==> src/rtl/seg7_pkg.sv <==
// Shared 7-segment definitions for the forward and reverse converters.
// Codes are active-low, segment order [0:6], written exactly as the forward path emits them.
package seg7_pkg;

    localparam logic [0:6] SEG_ZERO  = 7'b100_0000;
    localparam logic [0:6] SEG_ONE   = 7'b111_1001;
    localparam logic [0:6] SEG_TWO   = 7'b010_0100;
    localparam logic [0:6] SEG_THREE = 7'b011_0000;
    localparam logic [0:6] SEG_FOUR  = 7'b001_1001;
    localparam logic [0:6] SEG_FIVE  = 7'b001_0010;
    localparam logic [0:6] SEG_SIX   = 7'b000_0010;
    localparam logic [0:6] SEG_SEVEN = 7'b111_1000;
    localparam logic [0:6] SEG_EIGHT = 7'b000_0000;
    localparam logic [0:6] SEG_NINE  = 7'b001_1000;
    localparam logic [0:6] SEG_BLANK = 7'b111_1111;

    typedef enum logic [1:0] {
        IDLE = 2'd0,
        DIG2 = 2'd1,
        DIG1 = 2'd2,
        DIG0 = 2'd3
    } state_e;

endpackage

==> src/rtl/seg7_digit_dec.sv <==
// Combinational decode of one active-low 7-segment code back to a BCD digit.
// Unrecognised codes raise bad and yield digit 0 so they add nothing to the sum.
module seg7_digit_dec
    import seg7_pkg::*;
(
    input  logic [0:6] code,
    input  logic       allow_blank,
    output logic [3:0] digit,
    output logic       bad
);

    // Pattern match against the shared segment table.
    always_comb begin
        digit = 4'd0;
        bad   = 1'b0;
        case (code)
            SEG_ZERO:  digit = 4'd0;
            SEG_ONE:   digit = 4'd1;
            SEG_TWO:   digit = 4'd2;
            SEG_THREE: digit = 4'd3;
            SEG_FOUR:  digit = 4'd4;
            SEG_FIVE:  digit = 4'd5;
            SEG_SIX:   digit = 4'd6;
            SEG_SEVEN: digit = 4'd7;
            SEG_EIGHT: digit = 4'd8;
            SEG_NINE:  digit = 4'd9;
            SEG_BLANK: begin
                if (allow_blank) begin
                    bad = 1'b0;
                end else begin
                    bad = 1'b1;
                end
            end
            default:   bad = 1'b1;
        endcase
    end

endmodule

==> src/rtl/seg7_to_bin.sv <==
// Rebuilds a binary value from three captured 7-segment digits, hundreds first,
// using a shift-and-add multiply-by-10 accumulation under a start/busy/done handshake.
module seg7_to_bin
    import seg7_pkg::*;
#(
    parameter int W_OUT       = 10,
    parameter bit ALLOW_BLANK = 1'b1
) (
    input  logic             clk,
    input  logic             rst,
    input  logic             start,
    input  logic [0:6]       seg0,
    input  logic [0:6]       seg1,
    input  logic [0:6]       seg2,
    output logic             busy,
    output logic             done,
    output logic             err,
    output logic [W_OUT-1:0] x
);

    state_e           state_q, state_d;
    logic [0:6]       code0_q, code0_d;
    logic [0:6]       code1_q, code1_d;
    logic [0:6]       code2_q, code2_d;
    logic [W_OUT-1:0] acc_q, acc_d;
    logic [W_OUT-1:0] x_q, x_d;
    logic             invalid_q, invalid_d;
    logic             busy_q, busy_d;
    logic             done_q, done_d;
    logic             err_q, err_d;

    logic [3:0]       d0_s, d1_s, d2_s;
    logic             bad0_s, bad1_s, bad2_s;
    logic [W_OUT-1:0] acc_next_s;
    logic             bad_all_s;

    function automatic logic [W_OUT-1:0] mul10_add(input logic [W_OUT-1:0] a,
                                                    input logic [3:0]       d);
        return (a << 3) + (a << 1) + {{(W_OUT-4){1'b0}}, d};
    endfunction

    // The ones digit is never allowed to be blank.
    seg7_digit_dec u_dec0 (.code(code0_q), .allow_blank(1'b0),        .digit(d0_s), .bad(bad0_s));
    seg7_digit_dec u_dec1 (.code(code1_q), .allow_blank(ALLOW_BLANK), .digit(d1_s), .bad(bad1_s));
    seg7_digit_dec u_dec2 (.code(code2_q), .allow_blank(ALLOW_BLANK), .digit(d2_s), .bad(bad2_s));

    // Next-state, datapath and output decode for the conversion sequence.
    always_comb begin
        state_d    = state_q;
        code0_d    = code0_q;
        code1_d    = code1_q;
        code2_d    = code2_q;
        acc_d      = acc_q;
        x_d        = x_q;
        invalid_d  = invalid_q;
        busy_d     = busy_q;
        done_d     = 1'b0;
        err_d      = err_q;
        acc_next_s = mul10_add(acc_q, d0_s);
        bad_all_s  = invalid_q | bad0_s;
        case (state_q)
            IDLE: begin
                if (start) begin
                    code0_d   = seg0;
                    code1_d   = seg1;
                    code2_d   = seg2;
                    acc_d     = {W_OUT{1'b0}};
                    invalid_d = 1'b0;
                    err_d     = 1'b0;
                    busy_d    = 1'b1;
                    state_d   = DIG2;
                end else begin
                    state_d   = IDLE;
                end
            end
            DIG2: begin
                acc_d     = {{(W_OUT-4){1'b0}}, d2_s};
                invalid_d = invalid_q | bad2_s;
                state_d   = DIG1;
            end
            DIG1: begin
                acc_d     = mul10_add(acc_q, d1_s);
                invalid_d = invalid_q | bad1_s;
                state_d   = DIG0;
            end
            DIG0: begin
                acc_d     = acc_next_s;
                invalid_d = bad_all_s;
                busy_d    = 1'b0;
                done_d    = 1'b1;
                state_d   = IDLE;
                // A bad conversion keeps the last good value visible on x.
                if (bad_all_s) begin
                    err_d = 1'b1;
                end else begin
                    x_d   = acc_next_s;
                    err_d = 1'b0;
                end
            end
            default: begin
                busy_d  = 1'b0;
                state_d = IDLE;
            end
        endcase
    end

    // State and datapath registers with asynchronous reset.
    always_ff @(posedge clk or posedge rst) begin
        if (rst) begin
            state_q   <= IDLE;
            code0_q   <= 7'b111_1111;
            code1_q   <= 7'b111_1111;
            code2_q   <= 7'b111_1111;
            acc_q     <= {W_OUT{1'b0}};
            x_q       <= {W_OUT{1'b0}};
            invalid_q <= 1'b0;
            busy_q    <= 1'b0;
            done_q    <= 1'b0;
            err_q     <= 1'b0;
        end else begin
            state_q   <= state_d;
            code0_q   <= code0_d;
            code1_q   <= code1_d;
            code2_q   <= code2_d;
            acc_q     <= acc_d;
            x_q       <= x_d;
            invalid_q <= invalid_d;
            busy_q    <= busy_d;
            done_q    <= done_d;
            err_q     <= err_d;
        end
    end

    assign busy = busy_q;
    assign done = done_q;
    assign err  = err_q;
    assign x    = x_q;

endmodule

==> config.mk <==
export PLATFORM = sky130hd
export DESIGN_NAME = seg7_to_bin
export DESIGN_NICKNAME = d
export VERILOG_FILES = /design/src/rtl/seg7_pkg.sv /design/src/rtl/seg7_digit_dec.sv /design/src/rtl/seg7_to_bin.sv
export SDC_FILE = /design/constraint.sdc
export NUM_CORES = 1
export LEC_CHECK = 0
export CORE_MARGIN = 2
export CORE_UTILIZATION = 61
export DETAILED_ROUTE_END_ITERATION = 6
export GPL_ROUTABILITY_DRIVEN = 1
export HOLD_SLACK_MARGIN = 0.03
export PLACE_DENSITY = 0.86
export SYNTH_ARGS = -nofsm -noshare
export SYNTH_HDL_FRONTEND = slang
export SYNTH_SLANG_ARGS = --single-unit
==> constraint.sdc <==
create_clock -name clk -period 5.1 [get_ports clk]
set_input_delay 1.02 -clock clk [delete_from_list [all_inputs] [get_ports clk]]
set_output_delay 1.02 -clock clk [all_outputs]
set_load 0.02 [all_outputs]
==> results_dict.tcl <==
set metrics [dict create \
    cell_area_after_technology_mapping_um2 3230 \
    setup_viol 0 \
    multi_input_comb_area_um2 1900 \
    synth_fp_nets 367 \
    power_mw 2.21 \
    ffs_w_async_s_r_synth_pct 100 \
    grt_overflow_total 0 \
    via_count 2542 \
    grt_pass1_vias 2545 \
    global_route_wire_length_before_repair_mm 11.6 \
    grt_max_degree 47 \
    powerDensity_nw_per_um2 599 \
    yosysWarningCount 0 \
    tightestPinTransition_ps 891 \
    power.combinational.fraction_pct 49.6 \
    fin_setup_tns_ps 0 \
    top_level_ports 37 \
    fp.dieW_um 76.7 \
    die_y_um 76.7 \
    power.leakage_nw 1.54 \
    fmax_ghz 0.319 \
    synth.area.top_cells "sky130_fd_sc_hd__dfrtp_1, sky130_fd_sc_hd__dfstp_2, sky130_fd_sc_hd__mux2_2" \
    ctsLongestPathBuffers 2 \
    slew_violations 0 \
    holdWs_ps 512 \
    seqCellArea_um2 1180 \
    antenna_cells_inserted 0 \
    cts.repair_timing.setup_buffer_count 0 \
    min_path_type "reg2reg" \
    cts_resized 0 \
    min_cycle_time_layout_ps 3130 \
    worstSkewPairLatency_ps 300 \
    synth-seq-area-share_pct 36.5 \
    initial_utilization_pct 63.2 \
    setup.worst_path.class "reg2reg" \
    p_sw_mw 0.927 \
    route.detailed.vias_per_inst 6.08 \
    count_leader_synth "sky130_fd_sc_hd__dfrtp_1" \
    syn_inst 323 \
    first_pass_drt_iterations 4 \
    place_ws_ps 1990 \
    hold_violations 0 \
    cts_htree_levels 2 \
    cts_sinks 46 \
    finalNetCount 391 \
    total_cts_buffers 5 \
    numPortBuffers 36 \
    synth_top_cell_by_area "sky130_fd_sc_hd__dfrtp_1" \
    crit_required_ps 5290 \
    cell_internal_pwr_mw 1.29 \
    timing.final.crit_share_pct 61.4 \
    die_area_um2 5890 \
    worst_setup_path_end_kind "flip-flop" \
    outcome "finished, final reports clean" \
    final_antenna_net_count 0 \
    yosysTopAreaCellShare_pct 19.4 \
    netlist-cell-type-count 63 \
    std_cell_rows 26 \
    synthTopCellsByCount "sky130_fd_sc_hd__dfrtp_1, sky130_fd_sc_hd__nand2_1, sky130_fd_sc_hd__o21ai_0" \
    skew_ps 10.1 \
    critical_path_peak_fanout 9 \
    final_layout_size_suffix_gt1_share_pct 19.5 \
    critPathArrivalTime_ps 3320 \
    core_box_area_um2 5110 \
    postSynthRegisterBits 46 \
    power.share.switching_pct 41.9 \
    clockRootBuffer "sky130_fd_sc_hd__clkbuf_8" \
    ir_worst_vdd_uv 449 \
    drt-total-wl_mm 6.63 \
    clock_power_share_pct 11.8 \
    number_of_enable_flip_flop_cells_after_synthesis 0 \
    routed_wire_length_per_instance_um 15.9 \
    drcViolationCount 0 \
    worst_case_setup_margin_in_the_final_layout_ps 1970 \
    grt_antenna_before_repair 0 \
    area_growth_syn_to_layout_pct 14.4 \
    worst_setup_hold_path_clk_slew_ps 80 \
    groute.usage.overall_pct 24.4 \
    final.fill_count 385 \
    sequentialPowerShare_pct 38.6 \
    cp-start-kind "flip-flop" \
    post-route-util_pct 72.3 \
    timing.max_slew.rel_slack_pct 40.5 \
    timing.max_cap.violations 0 \
    setup_repair_after_global_routing_missed_its_margin "false" \
    postSynth.topFlopCell "sky130_fd_sc_hd__dfrtp_1" \
    hold_bufs_inserted_after_cts 0 \
    first_iter_violations 184 \
    last_weighted_congestion_value_of_the_routability_driven_placer 0.859 \
    tritoncts_clock_tree "built" \
    synth.avg_cell_area_um2 9.99 \
    place_hpwl_mm 4.94 \
]
## power by group through the flow
stage               combinational [mW]  clock, mW  sequential, mW
floorplan                        0.908          0           0.747
global placement                  1.05          0           0.839
detailed placement                1.09          0           0.853
CTS                               1.10      0.268           0.849
global route                      1.21      0.282           0.893
finish                            1.10      0.262           0.855
## worst max-delay path, stage by stage (launching register included)
cell and delay [ps]:
sky130_fd_sc_hd__dfstp_2 630, sky130_fd_sc_hd__xor2_1 110, sky130_fd_sc_hd__nor3b_1 260, sky130_fd_sc_hd__o211ai_1 130, sky130_fd_sc_hd__o21ai_0 90, sky130_fd_sc_hd__ha_1 200
sky130_fd_sc_hd__inv_1 60, sky130_fd_sc_hd__fa_1 400, sky130_fd_sc_hd__nor2b_1 120, sky130_fd_sc_hd__o21ai_0 140, sky130_fd_sc_hd__nor3_1 320, sky130_fd_sc_hd__nand3_1 150
sky130_fd_sc_hd__xnor2_1 150, sky130_fd_sc_hd__mux2_4 260
## layout make-up
class	instances	area share, %
well taps	70	2.37
multi-input cells	243	51.3
inverters	14	1.42
repair buffers	37	9.96
clock buffers	8	3.02
flip-flops and latches	46	31.9
## cells by family (layout without fill, tap and decap cells)
| group | after synthesis | after routing | share of synthesized area (%) |
|---|---|---|---|
| AOI/OAI and AO/OA | 74 | 74 | 15.6 |
| xor gates and xnor gates | 28 | 28 | 7.60 |
| adders and majority gates | 20 | 20 | 8.45 |
| buffers and inverters | 34 | 59 | 4.77 |
| DFF | 46 | 46 | 36.5 |
| muxes | 32 | 32 | 12.0 |
| and+or+nand+nor | 89 | 89 | 15.1 |
## routing by layer
metal | GRT usage, % | share of wire, %
met1 | 29.7 | 43
met2 | 42.1 | 50
met3 | 4.59 | 5.4
met4 | 10.4 | 1.8
met5 | 0 | 0
## per-stage QoR
stage | area (um^2) | cells
final | 3690 | 418
after global routing | 3690 | 418
after CTS | 3690 | 418
after detailed placement | 3580 | 410
after global placement | 3580 | 410
after floorplan | 3230 | 323
## cells in the final DEF (no fill, tap or decap), types with 4 or more instances in the layout
master,instances
sky130_fd_sc_hd__clkdlybuf4s50_1,36
sky130_fd_sc_hd__dfrtp_1,25
sky130_fd_sc_hd__nand2_1,23
sky130_fd_sc_hd__o21ai_0,23
sky130_fd_sc_hd__mux2_2,21
sky130_fd_sc_hd__dfstp_2,21
sky130_fd_sc_hd__nor2_1,19
sky130_fd_sc_hd__ha_1,17
sky130_fd_sc_hd__xnor2_1,14
sky130_fd_sc_hd__xor2_1,14
sky130_fd_sc_hd__inv_1,13
sky130_fd_sc_hd__a21oi_1,9
sky130_fd_sc_hd__nor3_1,9
sky130_fd_sc_hd__mux2_4,8
sky130_fd_sc_hd__clkbuf_8,6
sky130_fd_sc_hd__nand3_1,4
sky130_fd_sc_hd__nand3b_1,4
sky130_fd_sc_hd__a22oi_1,4
## registers in the layout, summed over array words and instances (netlist names)
register,flops
err,1
invalid_q,1
done,1
code1_q,7
state_q,2
code2_q,7
busy,1
acc_q,9
code0_q,7
x,10
## path summary, 6_finish.rpt
check | startpoint | end | slack [ps] | cells past startpoint
worst max register to register | code0_q[3]$_DFFE_PP1P_ | x[9]$_DFFE_PP0P_ | 1970 | 13
worst min-delay path | x[0]$_DFFE_PP0P_ | x[0]$_DFFE_PP0P_ | 510 | 1
max in group asynchronous | rst | x[7]$_DFFE_PP0P_ | 3540 | 3
worst min register to register | x[0]$_DFFE_PP0P_ | x[0]$_DFFE_PP0P_ | 510 | 1
min in group asynchronous | rst | state_q[1]$_DFF_PP0_ | 1150 | 3
worst max-delay path | code0_q[3]$_DFFE_PP1P_ | x[9]$_DFFE_PP0P_ | 1970 | 13
(Power assumes the default switching activity.)
